==> src/rtl/dither_pkg.sv <==
// dither_pkg: shared parser state, sync byte and pixel beat type for the SPI frame path
package dither_pkg;
  typedef enum logic [2:0] {IDLE, HDR_WH, HDR_WL, HDR_HH, HDR_HL, PIXELS, CHECK, ERROR} parser_state_t;
  localparam logic [7:0] SYNC_BYTE = 8'hA5;
  typedef struct packed {
    logic [7:0]  data;
    logic [15:0] x;
    logic [15:0] y;
    logic        eol;
    logic        eof;
  } pixel_beat_t;
endpackage

==> src/rtl/pixel_fifo.sv <==
// pixel_fifo: synchronous first-word fall-through FIFO, active-low sync reset; a push while full is accepted only alongside a pop
module pixel_fifo #(
  parameter int  DEPTH = 16,
  parameter type T     = logic [7:0]
) (
  input  logic clk,
  input  logic rst,
  input  logic push,
  input  logic pop,
  input  T     din,
  output T     dout,
  output logic full,
  output logic empty
);
  localparam int AW = $clog2(DEPTH);
  T mem [DEPTH];
  logic [AW:0] wp, rp;
  logic wr, rd;
  assign empty = wp == rp;
  assign full  = (wp[AW] != rp[AW]) && (wp[AW-1:0] == rp[AW-1:0]);
  assign rd    = pop && !empty;
  assign wr    = push && (!full || rd);
  assign dout  = mem[rp[AW-1:0]];
  always_ff @(posedge clk) begin
    if (wr) mem[wp[AW-1:0]] <= din;
  end
  always_ff @(posedge clk) begin
    if (!rst) begin
      wp <= '0;
      rp <= '0;
    end else begin
      if (wr) wp <= wp + 1'b1;
      if (rd) rp <= rp + 1'b1;
    end
  end
endmodule

==> src/rtl/spi_frame_parser.sv <==
// spi_frame_parser: parses sync/W/H header and raster pixel bytes into a FIFO of coordinate-tagged beats.
// Optional trailer checksum byte with err_checksum output when SPI_FRAME_CHECKSUM_EN is defined.
module spi_frame_parser #(
  parameter int MAX_W      = 640,
  parameter int MAX_H      = 480,
  parameter int FIFO_DEPTH = 16
) (
  input  logic        clk,
  input  logic        rst,
  input  logic        byte_valid,
  input  logic [7:0]  byte_data,
  input  logic        cs_active,
  output logic        pix_valid,
  input  logic        pix_ready,
  output logic [7:0]  pix_data,
  output logic [15:0] pix_x,
  output logic [15:0] pix_y,
  output logic        pix_eol,
  output logic        pix_eof,
  output logic        frame_busy,
  output logic        err_header,
  output logic        err_overflow,
`ifdef SPI_FRAME_CHECKSUM_EN
  output logic        err_checksum,
`endif
  output logic        err_trunc
);
  import dither_pkg::*;
  parser_state_t state, state_n;
  logic [15:0] w, h, x, y, w_n, h_n, x_n, y_n, h_new;
  logic eh_n, eo_n, et_n, push, pop, fifo_full, fifo_empty, last_col, last_row, bad_hdr;
  pixel_beat_t beat, head;
`ifdef SPI_FRAME_CHECKSUM_EN
  logic [7:0] csum, csum_n;
  logic ec_n;
`endif
  assign last_col   = x == w - 16'd1;
  assign last_row   = y == h - 16'd1;
  assign beat       = '{data: byte_data, x: x, y: y, eol: last_col, eof: last_col && last_row};
  assign h_new      = {h[15:8], byte_data};
  assign bad_hdr    = w == '0 || w > 16'(MAX_W) || h_new == '0 || h_new > 16'(MAX_H);
  assign pix_valid  = !fifo_empty;
  assign pop        = pix_valid && pix_ready;
  assign pix_data   = pix_valid ? head.data : '0;
  assign pix_x      = pix_valid ? head.x : '0;
  assign pix_y      = pix_valid ? head.y : '0;
  assign pix_eol    = pix_valid && head.eol;
  assign pix_eof    = pix_valid && head.eof;
  assign frame_busy = state != IDLE;
  always_comb begin
    state_n = state;
    w_n     = w;
    h_n     = h;
    x_n     = x;
    y_n     = y;
    eh_n    = err_header;
    eo_n    = err_overflow;
    et_n    = err_trunc;
    push    = 1'b0;
`ifdef SPI_FRAME_CHECKSUM_EN
    csum_n  = csum;
    ec_n    = err_checksum;
`endif
    case (state)
      IDLE: if (byte_valid && cs_active) begin
        state_n = byte_data == SYNC_BYTE ? HDR_WH : ERROR;
        eh_n    = byte_data != SYNC_BYTE;
        eo_n    = byte_data != SYNC_BYTE && err_overflow;
        et_n    = byte_data != SYNC_BYTE && err_trunc;
`ifdef SPI_FRAME_CHECKSUM_EN
        ec_n    = byte_data != SYNC_BYTE && err_checksum;
`endif
      end
      ERROR: if (!cs_active) state_n = IDLE;
      default: if (!cs_active) begin
        state_n = IDLE;
        et_n    = 1'b1;
      end else if (byte_valid) begin
        case (state)
          HDR_WH: begin
            w_n[15:8] = byte_data;
            state_n   = HDR_WL;
          end
          HDR_WL: begin
            w_n[7:0] = byte_data;
            state_n  = HDR_HH;
          end
          HDR_HH: begin
            h_n[15:8] = byte_data;
            state_n   = HDR_HL;
          end
          HDR_HL: begin
            h_n     = h_new;
            eh_n    = bad_hdr;
            state_n = bad_hdr ? ERROR : PIXELS;
            x_n     = '0;
            y_n     = '0;
`ifdef SPI_FRAME_CHECKSUM_EN
            csum_n  = '0;
`endif
          end
          PIXELS: begin
            // a dropped byte still advances x/y so later coordinates stay aligned
            push = 1'b1;
            eo_n = err_overflow || (fifo_full && !pop);
            x_n  = last_col ? '0 : x + 16'd1;
            y_n  = last_col ? y + 16'd1 : y;
`ifdef SPI_FRAME_CHECKSUM_EN
            csum_n = csum ^ byte_data;
            if (beat.eof) state_n = CHECK;
`else
            if (beat.eof) state_n = IDLE;
`endif
          end
`ifdef SPI_FRAME_CHECKSUM_EN
          CHECK: begin
            ec_n    = err_checksum || byte_data != csum;
            state_n = IDLE;
          end
`endif
          default: state_n = state;
        endcase
      end
    endcase
  end
  always_ff @(posedge clk) begin
    if (!rst) begin
      state        <= IDLE;
      w            <= '0;
      h            <= '0;
      x            <= '0;
      y            <= '0;
      err_header   <= 1'b0;
      err_overflow <= 1'b0;
      err_trunc    <= 1'b0;
`ifdef SPI_FRAME_CHECKSUM_EN
      csum         <= '0;
      err_checksum <= 1'b0;
`endif
    end else begin
      state        <= state_n;
      w            <= w_n;
      h            <= h_n;
      x            <= x_n;
      y            <= y_n;
      err_header   <= eh_n;
      err_overflow <= eo_n;
      err_trunc    <= et_n;
`ifdef SPI_FRAME_CHECKSUM_EN
      csum         <= csum_n;
      err_checksum <= ec_n;
`endif
    end
  end
  pixel_fifo #(.DEPTH(FIFO_DEPTH), .T(pixel_beat_t)) u_fifo (
    .clk   (clk),
    .rst   (rst),
    .push  (push),
    .pop   (pop),
    .din   (beat),
    .dout  (head),
    .full  (fifo_full),
    .empty (fifo_empty)
  );
endmodule

==> config.mk <==
export PLATFORM = sky130hd
export DESIGN_NAME = spi_frame_parser
export DESIGN_NICKNAME = d
export VERILOG_FILES = /design/src/rtl/dither_pkg.sv /design/src/rtl/pixel_fifo.sv /design/src/rtl/spi_frame_parser.sv
export SDC_FILE = /design/constraint.sdc
export NUM_CORES = 1
export LEC_CHECK = 0
export ABC_AREA = 1
export BUFFER_PORTS_ARGS = -buffer_cell sky130_fd_sc_hd__buf_4
export CORE_ASPECT_RATIO = 1.2
export CORE_UTILIZATION = 60
export DETAILED_ROUTE_END_ITERATION = 10
export MAX_ROUTING_LAYER = met4
export PLACE_DENSITY = 0.76
export RECOVER_POWER = 50
export SYNTH_ARGS = -nofsm -noshare
export SYNTH_HDL_FRONTEND = slang
export SYNTH_SLANG_ARGS = --single-unit
export TNS_END_PERCENT = 100
==> constraint.sdc <==
create_clock -name clk -period 4.2 [get_ports clk]
set_input_delay 0 -clock clk [delete_from_list [all_inputs] [get_ports clk]]
set_output_delay 0 -clock clk [all_outputs]
set_load 0.03 [all_outputs]
==> run metrics <==
Clock Tree Buf Depth=3; antenna violations before repair=0; IO Count=60; period utilization=0.842; FF+latch count, synth=roughly 760; top_reg_cell synth=edfxtp_1; vias per cell=6.21; power per cell area=497 nW/um^2; Port Buf Inserts=59; Worst Setup End Kind=flop; # diodes=0; Yosys cell types=43; nets=between 2000 and 3000; fill count=~3700; core area=around 53000 sq um; Crit Path Category=reg2reg; overall die height=~260 microns; multiplexer area fraction after synthesis=0.0519; largest family of logic cells by synthesized area=compound AO/OA/AOI/OAI gates; clk_lat worst skew=0.62 ns; DR vias=21700; Cells after Synth=roughly 2700; Post-Syn Nets=around 2700; CP Launch Type=flop; Setup Skew=around 0.026 ns; Final ANT Viol Nets=0; crit-path cells=inv_1 > nor3_1 > inv_2 > nor2_4 > nand2_1 > inv_1 > nand2_1 > nor2_4 > buf_12; DRT Wirelength=~80 mm; dpl ws=roughly 0.90 ns; run status=complete, but fails checks; Worst Hold Slack=around 0.28 ns; setup TNS=0 ns; post-route setup slack=0.663 ns; CTS tree=yes; clock slew at reported path FFs=around 0.060 ns; Setup violations, final=0; syn_area_per_cell=between 10 and 15 sq um; full die area=around 55000 sq um; Compound-Gate Fraction of Synth Area=0.123; CP max stage cell=nor2_4; GRT Util Overall=0.304; die width=about 210 microns; CTS root buffer=clkbuf_16; CP max FO=27; Max Clk Rate=around 0.28 GHz; Synth Cell Area=between 30000 and 40000 sq um; LEAKAGE=around 0.013 uW; Total Power=18000 uW; Max Slew Vio Count=17; CP required=4.49 ns; total grt overflow=0; largest net degree at the start of global routing=84; RD Place Congestion=approximately 0.91; slowest stage delay, CP=between 0.5 and 0.6 ns; most common cell after layout, fill and taps aside=edfxtp_1; vias in the first global route=about 21000; initial DRC count=approximately 2400; Wirelength per Cell=~23 microns; minimum period implied by the final worst setup slack=3.54 ns; worst slew pin tran=1.89 ns; failing checks=capacitance limit, slew limit; CTS buffer count=71; synth-to-layout area growth=11.7%; most frequent cells in the layout=672 x edfxtp_1, 290 x a21oi_1, 263 x inv_1; post-synthesis simple-gate area fraction=0.0834; hpwl dp=~48 mm; Residual DRC=0; Post-CTS Resized=0; YS warnings=0; worst hold path type=in2reg; number of flops mapped to enable cells by yosys=672; Post-Synth Adder-Cell Area=0.00386; Peak VDD IR=about 0.0004 V; Site Rows=92; global-route wire length before repair=between 100 and 150 mm; RSZ-0062 raised after global routing=false; share of cells above drive strength 1=0.0925; sequential area share after synthesis=0.675; Max Cap Violations=1; DR pass1 iterations=6; worst path arrival time=roughly 3.8 ns; H-tree Lvls=3; CTS sink cnt=~760; worst rel slew slack=-0.271; Starting Density=0.612; Post-synth ARST share=0; XOR/XNOR Fraction of Synth Area=0.0127; final hold vios=0
==> report_power, final <==
part	leakage (uW)	switching [uW]	internal, uW
Combinational	0.00458	2070	1020
Clock	0.00116	2780	3840
Sequential	0.00683	150	8130
Total	0.0126	5000	13000
==> cell usage after synthesis, drive strengths merged, types with 38 or more instances <==
master  instances  area [sq um]
a21oi         293          1500
clkbuf        113           424
dfxtp          84          1680
edfxtp        672         20200
inv           267          1000
mux2i         168          1680
nand2         208           817
nand3         164           893
nor2          144           606
o211ai        171          1280
o21ai         223          1120
xor2           38           333
==> metal layers <==
metal,vias to the layer above,share of wire,track usage
met4,0,0.036,0.123
met1,10700,0.39,0.377
met5,-,0,-
met3,188,0.075,0.0408
met2,991,0.50,0.507
li1,9829,-,-
==> through the flow <==
step	instance area (sq um)	instances	util
6_report	36200	3493	0.684
5_1_grt	36200	3493	0.684
4_1_cts	36400	3493	0.687
3_5_place_dp	33800	3353	0.639
3_3_place_gp	33800	3353	0.639
2_1_floorplan	32400	2674	-
==> area by class of cell <==
cell class,instances,area (sq um),share of cell area
Multi-Input combinational cell,1498,8970,0.248
Inverter,271,1020,0.0282
Clock inverter,34,423,0.0117
Tap cell,705,882,0.0244
Timing Repair Buffer,135,1040,0.0289
Sequential cell,756,21900,0.604
Clock buffer,94,1980,0.0546
==> flip-flops by register name (all words and copies together) (netlist names), 3 cells and up, named ones only <==
signal	cells
w	16
h	16
u_fifo.wp	5
y	16
state	3
u_fifo.mem	672
x	16
u_fifo.rp	5
==> what timing repair did <==
action / 4_1_cts / 5_1_grt
setup buffers: 0 / 0
hold buffers: 12 / 0
endpoints found under the hold margin: 179 / 0
==> worst paths after layout <==
check / from / endpoint / cells after the start / slack [ns]
worst max-delay path: state[2] / u_fifo.mem[4][40] / 9 / 0.66
worst max register to register: state[2] / u_fifo.mem[4][40] / 9 / 0.66
worst min-delay path: cs_active / err_trunc / 5 / 0.28
worst min register to register: err_trunc / err_trunc / 2 / 0.47
==> worst max-delay path: cells and delay by family (launching register included) <==
kind,cells,cell delay (ns)
flops,1,0.44
buf+inv,4,0.89
simple gates,5,1.83
==> kinds of logic after synthesis <==
family	after synthesis
flip-flops	756
buffers and inverters	420
adder cells (fa/ha/maj)	10
AO/OA/AOI/OAI	696
XOR/XNOR	47
multiplexers	168
AND/OR/NAND/NOR	577
No activity file was read; power rests on OpenSTA's default activity.
